==> config.mk <==
export PLATFORM = sky130hd
export DESIGN_NAME = mem_port_arbiter
export DESIGN_NICKNAME = d
export VERILOG_FILES = /design/src/rtl/mem_arb_pkg.sv /design/src/rtl/arb_pick.sv /design/src/rtl/mem_port_arbiter.sv
export SDC_FILE = /design/constraint.sdc
export NUM_CORES = 1
export LEC_CHECK = 0
export CORE_MARGIN = 4
export CORE_UTILIZATION = 35
export DETAILED_ROUTE_END_ITERATION = 10
export PLACE_DENSITY = 0.72
export SYNTH_ARGS = -nofsm -noshare
export SYNTH_HDL_FRONTEND = slang
export SYNTH_SLANG_ARGS = --single-unit
==> constraint.sdc <==
create_clock -name clk -period 1.2 [get_ports clk]
set_input_delay 0.18 -clock clk [delete_from_list [all_inputs] [get_ports clk]]
set_output_delay 0.18 -clock clk [all_outputs]
set_load 0.005 [all_outputs]
==> src/rtl/mem_arb_pkg.sv <==
// Shared FSM state encoding and requester port IDs for the memory port arbiter.
// Latency: none. This file holds only type and constant definitions.
// Backpressure: none.
package mem_arb_pkg;

  typedef enum logic [1:0] {
    ST_IDLE   = 2'b00,
    ST_ACCESS = 2'b01,
    ST_RESP   = 2'b10
  } state_t;

  localparam logic ID_CPU = 1'b0;
  localparam logic ID_HST = 1'b1;

endpackage

==> src/rtl/arb_pick.sv <==
// Picks the winning requester (cpu or host) from the current requests.
// Latency: purely combinational, so the result is available in the same cycle.
// Backpressure: none. Only a conflict is arbitrated, by round-robin when MEM_ARB_RR_EN is defined, else by PRIO_HOST.
module arb_pick
  import mem_arb_pkg::*;
#(
  parameter bit PRIO_HOST = 1'b1
) (
  input  logic cpu_req,
  input  logic hst_req,
  input  logic last_id,
  output logic any,
  output logic win_id
);

`ifndef MEM_ARB_RR_EN
  // Fixed priority has no history, so the pointer input is intentionally ignored.
  logic unused_last_id;
  assign unused_last_id = last_id;
`endif

  // A lone requester always wins. On a conflict the configured policy decides.
  always_comb begin
    any    = cpu_req | hst_req;
    win_id = ID_CPU;
    if (cpu_req && hst_req) begin
`ifdef MEM_ARB_RR_EN
      win_id = ~last_id;
`else
      win_id = PRIO_HOST ? ID_HST : ID_CPU;
`endif
    end else if (hst_req) begin
      win_id = ID_HST;
    end
  end

endmodule

==> src/rtl/mem_port_arbiter.sv <==
// Shares one memory between the core (cpu_*) and host (hst_*) ports, one req/ack transaction each.
// Latency: ack is visible 2 step-cycles after the grant edge. Each access takes 3 step-cycles.
// Backpressure: the losing req waits with no timeout. step=0 freezes everything. MEM_ARB_RR_EN selects round-robin.
module mem_port_arbiter
  import mem_arb_pkg::*;
#(
  parameter int AW        = 6,
  parameter int DW        = 16,
  parameter bit PRIO_HOST = 1'b1
) (
  input  logic          clk,
  input  logic          rst,
  input  logic          step,
  input  logic          cpu_req,
  input  logic          cpu_we,
  input  logic [AW-1:0] cpu_adrs,
  input  logic [DW-1:0] cpu_din,
  output logic          cpu_ack,
  output logic [DW-1:0] cpu_dout,
  input  logic          hst_req,
  input  logic          hst_we,
  input  logic [AW-1:0] hst_adrs,
  input  logic [DW-1:0] hst_din,
  output logic          hst_ack,
  output logic [DW-1:0] hst_dout,
  output logic          mem_we,
  output logic [AW-1:0] mem_adrs,
  output logic [DW-1:0] mem_din,
  input  logic [DW-1:0] mem_dout,
  output logic          busy
);

  state_t          state, state_nxt;
  logic            a_id;
  logic            a_we;
  logic [AW-1:0]   a_adrs;
  logic [DW-1:0]   a_din;
  logic            last_id;
  logic            any;
  logic            win_id;
  logic            grant;

  arb_pick #(.PRIO_HOST(PRIO_HOST)) u_pick (
    .cpu_req (cpu_req),
    .hst_req (hst_req),
    .last_id (last_id),
    .any     (any),
    .win_id  (win_id)
  );

  assign grant = step && (state == ST_IDLE) && any;

`ifdef MEM_ARB_RR_EN
  // Remember the last winner so the other port wins the next conflict.
  always_ff @(posedge clk) begin
    if (rst) begin
      last_id <= ID_CPU;
    end else if (grant) begin
      last_id <= win_id;
    end
  end
`else
  assign last_id = ID_CPU;
`endif

  // Next-state logic: IDLE waits for a request, then ACCESS and RESP follow one step each.
  always_comb begin
    state_nxt = state;
    case (state)
      ST_IDLE:   if (any) state_nxt = ST_ACCESS;
      ST_ACCESS: state_nxt = ST_RESP;
      ST_RESP:   state_nxt = ST_IDLE;
      default:   state_nxt = ST_IDLE;
    endcase
  end

  // State register. It advances only on step cycles, but reset applies on any cycle.
  always_ff @(posedge clk) begin
    if (rst) begin
      state <= ST_IDLE;
    end else if (step) begin
      state <= state_nxt;
    end
  end

  // Register the winner's request fields at grant, so later changes by the requester are ignored.
  always_ff @(posedge clk) begin
    if (rst) begin
      a_id   <= ID_CPU;
      a_we   <= 1'b0;
      a_adrs <= '0;
      a_din  <= '0;
    end else if (grant) begin
      a_id   <= win_id;
      a_we   <= (win_id == ID_HST) ? hst_we   : cpu_we;
      a_adrs <= (win_id == ID_HST) ? hst_adrs : cpu_adrs;
      a_din  <= (win_id == ID_HST) ? hst_din  : cpu_din;
    end
  end

  // On leaving RESP: pulse the winner's ack and, for a read, capture the memory data into its dout.
  always_ff @(posedge clk) begin
    if (rst) begin
      cpu_ack  <= 1'b0;
      hst_ack  <= 1'b0;
      cpu_dout <= '0;
      hst_dout <= '0;
    end else if (step) begin
      cpu_ack <= (state == ST_RESP) && (a_id == ID_CPU);
      hst_ack <= (state == ST_RESP) && (a_id == ID_HST);
      if ((state == ST_RESP) && !a_we) begin
        if (a_id == ID_HST) begin
          hst_dout <= mem_dout;
        end else begin
          cpu_dout <= mem_dout;
        end
      end
    end
  end

  // Address and data hold the last granted values. Write enable is asserted only in ACCESS.
  assign mem_we   = (state == ST_ACCESS) && a_we;
  assign mem_adrs = a_adrs;
  assign mem_din  = a_din;
  assign busy     = (state != ST_IDLE);

endmodule

# After elaboration in Yosys (flattened, before gate mapping)
# Index checks and enable logic that the tools add are counted.
# word_totals
regBits,60
inputBits,67
output_inout_bits,58
elab_cells,34
# classes
eq_ne,3
muxes,7
bitwise_logic,2
reduce_logical,13
# op_table
cell,n
2-to-1 mux 16 bit,1
logical AND 1 bit,7
2-to-1 mux 6 bit,1
AND reduction 3 bit,2
case mux 2 bit (2 select lines),1
2-to-1 mux 1 bit,3
"equality test 2 x 1 -> 1 bit, second input constant",1
"equality test 2 bit, second input constant",1
logical NOT 2 bit,1
2-to-1 mux 2 bit,1
"inequality test 2 bit, second input constant",1
AND reduction 2 bit,1
nonzero test 2 bit,1
logical NOT 1 bit,1
NOT 1 bit,1
bitwise OR 1 bit,1

# Logic depth before layout (Yosys ltp)
# depth
depth_word,3
depth_mapped,7
depth_no_buf,3

# Hierarchy
# A second synthesis with hierarchy kept.
# hier_totals
hier_cells,252
hier_area_um2,2637.5
# modules_own_cells
mod,instances,cells_each,area_per_inst_um2,seq_area_each_um2
mem_port_arbiter,1,250,2627.5,1201.2
arb_pick,1,2,10.0,0.0

# Worst setup path before layout
# No wires, ideal clock.
# synth_timing
path_kind,register to register
from,reg state[1]
to,reg cpu_dout[10]
setup_time_ps,72
t_arrival_ps,1243
required_ps,1128
slack_ps,-115
stages_incl_launch_ff,6
path_buffers,2
synth_period_minus_slack_ps,1315
path_cell_list,dfxtp_1 nor3b_2 and2_1 buf_2 buf_4 mux2i_1
# synth_via
elab_chain_cells,3
# synth_rtl
item,line,text
"start, declared",mem_port_arbiter.sv:33,"state_t state, state_nxt;"
"start signal, assigned",mem_port_arbiter.sv:82,state <= state_nxt;
equality test 2 bit,mem_port_arbiter.sv:111,if ((state == ST_RESP) && !a_we) begin
logical AND 1 bit,mem_port_arbiter.sv:111,
AND reduction 3 bit (no line),--,
"end signal, assigned",mem_port_arbiter.sv:115,cpu_dout <= mem_dout;
"end, declared",mem_port_arbiter.sv:19,"output logic [DW-1:0] cpu_dout,"
# No other way between the ends.
# A chain may end at the register's enable or synchronous reset.

# Final worst setup path
# layout_timing
from,reg state[1]
to,"reg a_din[9], in the netlist mem_din[9]"
# layout_via
elab_chain_cells,3
# layout_rtl
item,line,text
logical NOT 2 bit,mem_port_arbiter.sv:51,assign grant = step && (state == ST_IDLE) && any;
logical AND 1 bit (2 in a row),mem_port_arbiter.sv:51,
"end signal, assigned",mem_port_arbiter.sv:97,a_din <= (win_id == ID_HST) ? hst_din : cpu_din;
"end, declared",mem_port_arbiter.sv:37,logic [DW-1:0] a_din;
# No other way between the ends.

==> metrics.cfg <==
[status]
status = finished with violations
violations = negative setup slack

[timing]
fin_crit_sh_pct = 112.6
slew_headroom_pct = 80.23
hold_slack_ns = 0.3121
hold_viol = 0
setup-tns-final_ns = -4.150
tightest_slew_ns = 0.2883
drv_slew = 0
rsz0062_at_grt = true
setup_viol = 38
fmax_mhz = 740.0
setup_slack_ns = -0.1514
fin_worst_skew_ns = 0.008416
period_needed_ns = 1.351

[route]
dr.pass1.iters = 4
routedWlPerCell_um = 14.83
num_vias = 2334
drt_iter0_markers = 45
ant_nets = 0
routed_via_density = 4.659
routed_wl_um = 7429
drc = 0

[place]
portBuffers = 124
post-place-ws_ns = -0.3574
dpl.hpwl_um = 5337
place_area_sq_um = 4209
gp_congestion = 0.7984

[global_routing]
first_global_vias = 2396
grt_antenna_before_repair = 0
grt-ovfl-total = 0
grt_busiest_layer = met2
grt_usage_pct = 15.91
use_met3_pct = 8.291
grt_max_degree = 37
grt_use_met1_pct = 18.99
met2_usage_pct = 25.32
grt_pass1_wl_um = 12310

[critical_path]
crit_path_start_kind = flip-flop
cp_data_required_time_ns = 1.41
critPathArrivalTime_ns = 1.56
critPathMaxFanout = 6
reg2reg_depth = 5
path_class = reg2reg
cp-end-kind = flip-flop

[floorplanning]
core_sq_um = 7687
start_util_pct = 35.87
rows = 32
die_w_um = 96.77
dieHeight_um = 96.77
ios = 125
dieArea_sq_um = 9363

[synth]
synth_warnings = 0
syn_inst = 258
ys_ff_latch = 60
synth-seq-area-share_pct = 43.56
syn_nets = 325
synth_cell_type_count = 21
syn_area_sq_um = 2758
postSynthAreaPerCell_sq_um = 10.69

[finish]
diodes = 0
multiInputGateArea_sq_um = 1475
fillers = 674
register_area_sq_um = 1220
fin_nets = 461
final_area_sq_um = 4602
area_growth_pct = 66.88
layout-drive-gt1-share_pct = 22.06

[power_and_ir_drop]
power.leakage_nw = 2.101
power_density_nw_per_um2 = 1159
report.power.total_mw = 5.332
ir_drop_mv = 0.7166

[clock_network]
cts_max_path_buffers = 2
htree_levels = 3
clock-sinks = 60
numCtsBuffers = 9
cts_tree = done
insertion_delay_ns = 0.33
ctsHoldBuffers = 0
cts_root_buf = clkbuf_8
clk_pin_slew_worst_paths_ns = 0.07

[job]
cap_violations = 0

[worst_hold_path]
worst_hold_path.num_cells = 3
hp-class = in2reg

layout by cell type (no fill, tap or decap), drive strengths merged:
cell and n:
and2 3, nand3b 2, o21ai 1, dlygate4sd2 56
bufinv 2, a211oi 23, buf 25, or2 2
clkbuf 17, a21oi 25, nand2 2, mux2i 57
nor3b 2, nor2 3, dfxtp 60, clkdlybuf4s50 65
nand2b 50, nor2b 2, and3b 2
worst max-delay path, cell delays in order (launching register included):
cell and delay [ns]:
dfxtp_4 0.35, buf_12 0.12, nor3b_4 0.28, and2_4 0.26, clkbuf_16 0.16, a211oi_2 0.05
metal layers:
| metal | share of wire, % | vias up |
|---|---|---|
| met5 | 0 | - |
| met4 | 0.65 | 0 |
| met3 | 9.3 | 6 |
| met2 | 49 | 81 |
| met1 | 41 | 1079 |
| li1 | - | 1168 |
synth_stat cells:
cell type / n / area (sq um)
nor2_1: 3 / 11.26
and3b_1: 2 / 17.52
nor2b_1: 2 / 12.51
nand2b_1: 50 / 312.8
a211oi_1: 4 / 30.03
a211oi_2: 19 / 237.7
o21ai_1: 1 / 5.000
mux2i_1: 57 / 570.6
and2_1: 2 / 12.51
or2_1: 2 / 12.51
nor3b_4: 1 / 18.77
clkbuf_1: 8 / 30.03
nand2_1: 2 / 7.510
dfxtp_1: 60 / 1201
buf_6: 5 / 56.30
buf_4: 2 / 15.01
buf_2: 9 / 45.04
a21oi_1: 25 / 125.1
nor3b_2: 1 / 12.51
and2_4: 1 / 8.760
nand3b_1: 2 / 15.01
flip-flops by register name (all words and copies together), names as in the netlist:
| signal | flops |
|---|---|
| state | 2 |
| hst_ack | 1 |
| mem_adrs | 6 |
| mem_din | 16 |
| a_id | 1 |
| cpu_dout | 16 |
| a_we | 1 |
| cpu_ack | 1 |
| hst_dout | 16 |
cells by family (layout without fill, tap and decap cells):
logic type / Yosys count / in the layout / share of synthesized area, %
buf+inv: 24 / 165 / 5.308
mux: 57 / 57 / 20.69
flops: 60 / 60 / 43.56
simple gates: 68 / 68 / 16.02
compound gates: 49 / 49 / 14.43
final cells by class:
cell class	count	area share [%]
clock buffers	14	4.432
clock inverters	2	1.305
flip-flops and latches	60	26.51
well taps	102	2.773
multi-input cells	174	32.06
repair buffers	149	32.93
where the power goes:
group	internal (mW)	switching, mW	leakage (nW)
Clock	1.52	0.764	0.134
Sequential	2.08	0.0482	0.494
Combinational	0.554	0.363	1.47
final timing paths:
check,start,endpoint,slack (ns)
worst max-delay path,state[1]$_SDFFE_PP0P_,mem_din[9]$_SDFFE_PP0P_,-0.15
worst min-delay path,rst,hst_dout[11]$_SDFFE_PP0P_,0.31
worst max register to register,state[1]$_SDFFE_PP0P_,mem_din[9]$_SDFFE_PP0P_,-0.15
worst min register to register,cpu_dout[10]$_SDFFE_PP0P_,cpu_dout[10]$_SDFFE_PP0P_,0.47
through the flow:
step	cells	utilization [%]
floorplan	258	-
global placement	478	54.75
detailed placement	478	54.75
CTS	496	57.86
global route	501	59.86
finish	501	59.86
timing repair:
item | in CTS | in global routing
resized for setup | 79 | 16
cloned | 0 | 3
setup endpoints to repair | 98 | 56
pin swaps | 1 | 4
buffers inserted | 2 | 2
(Power assumes the default switching activity.)
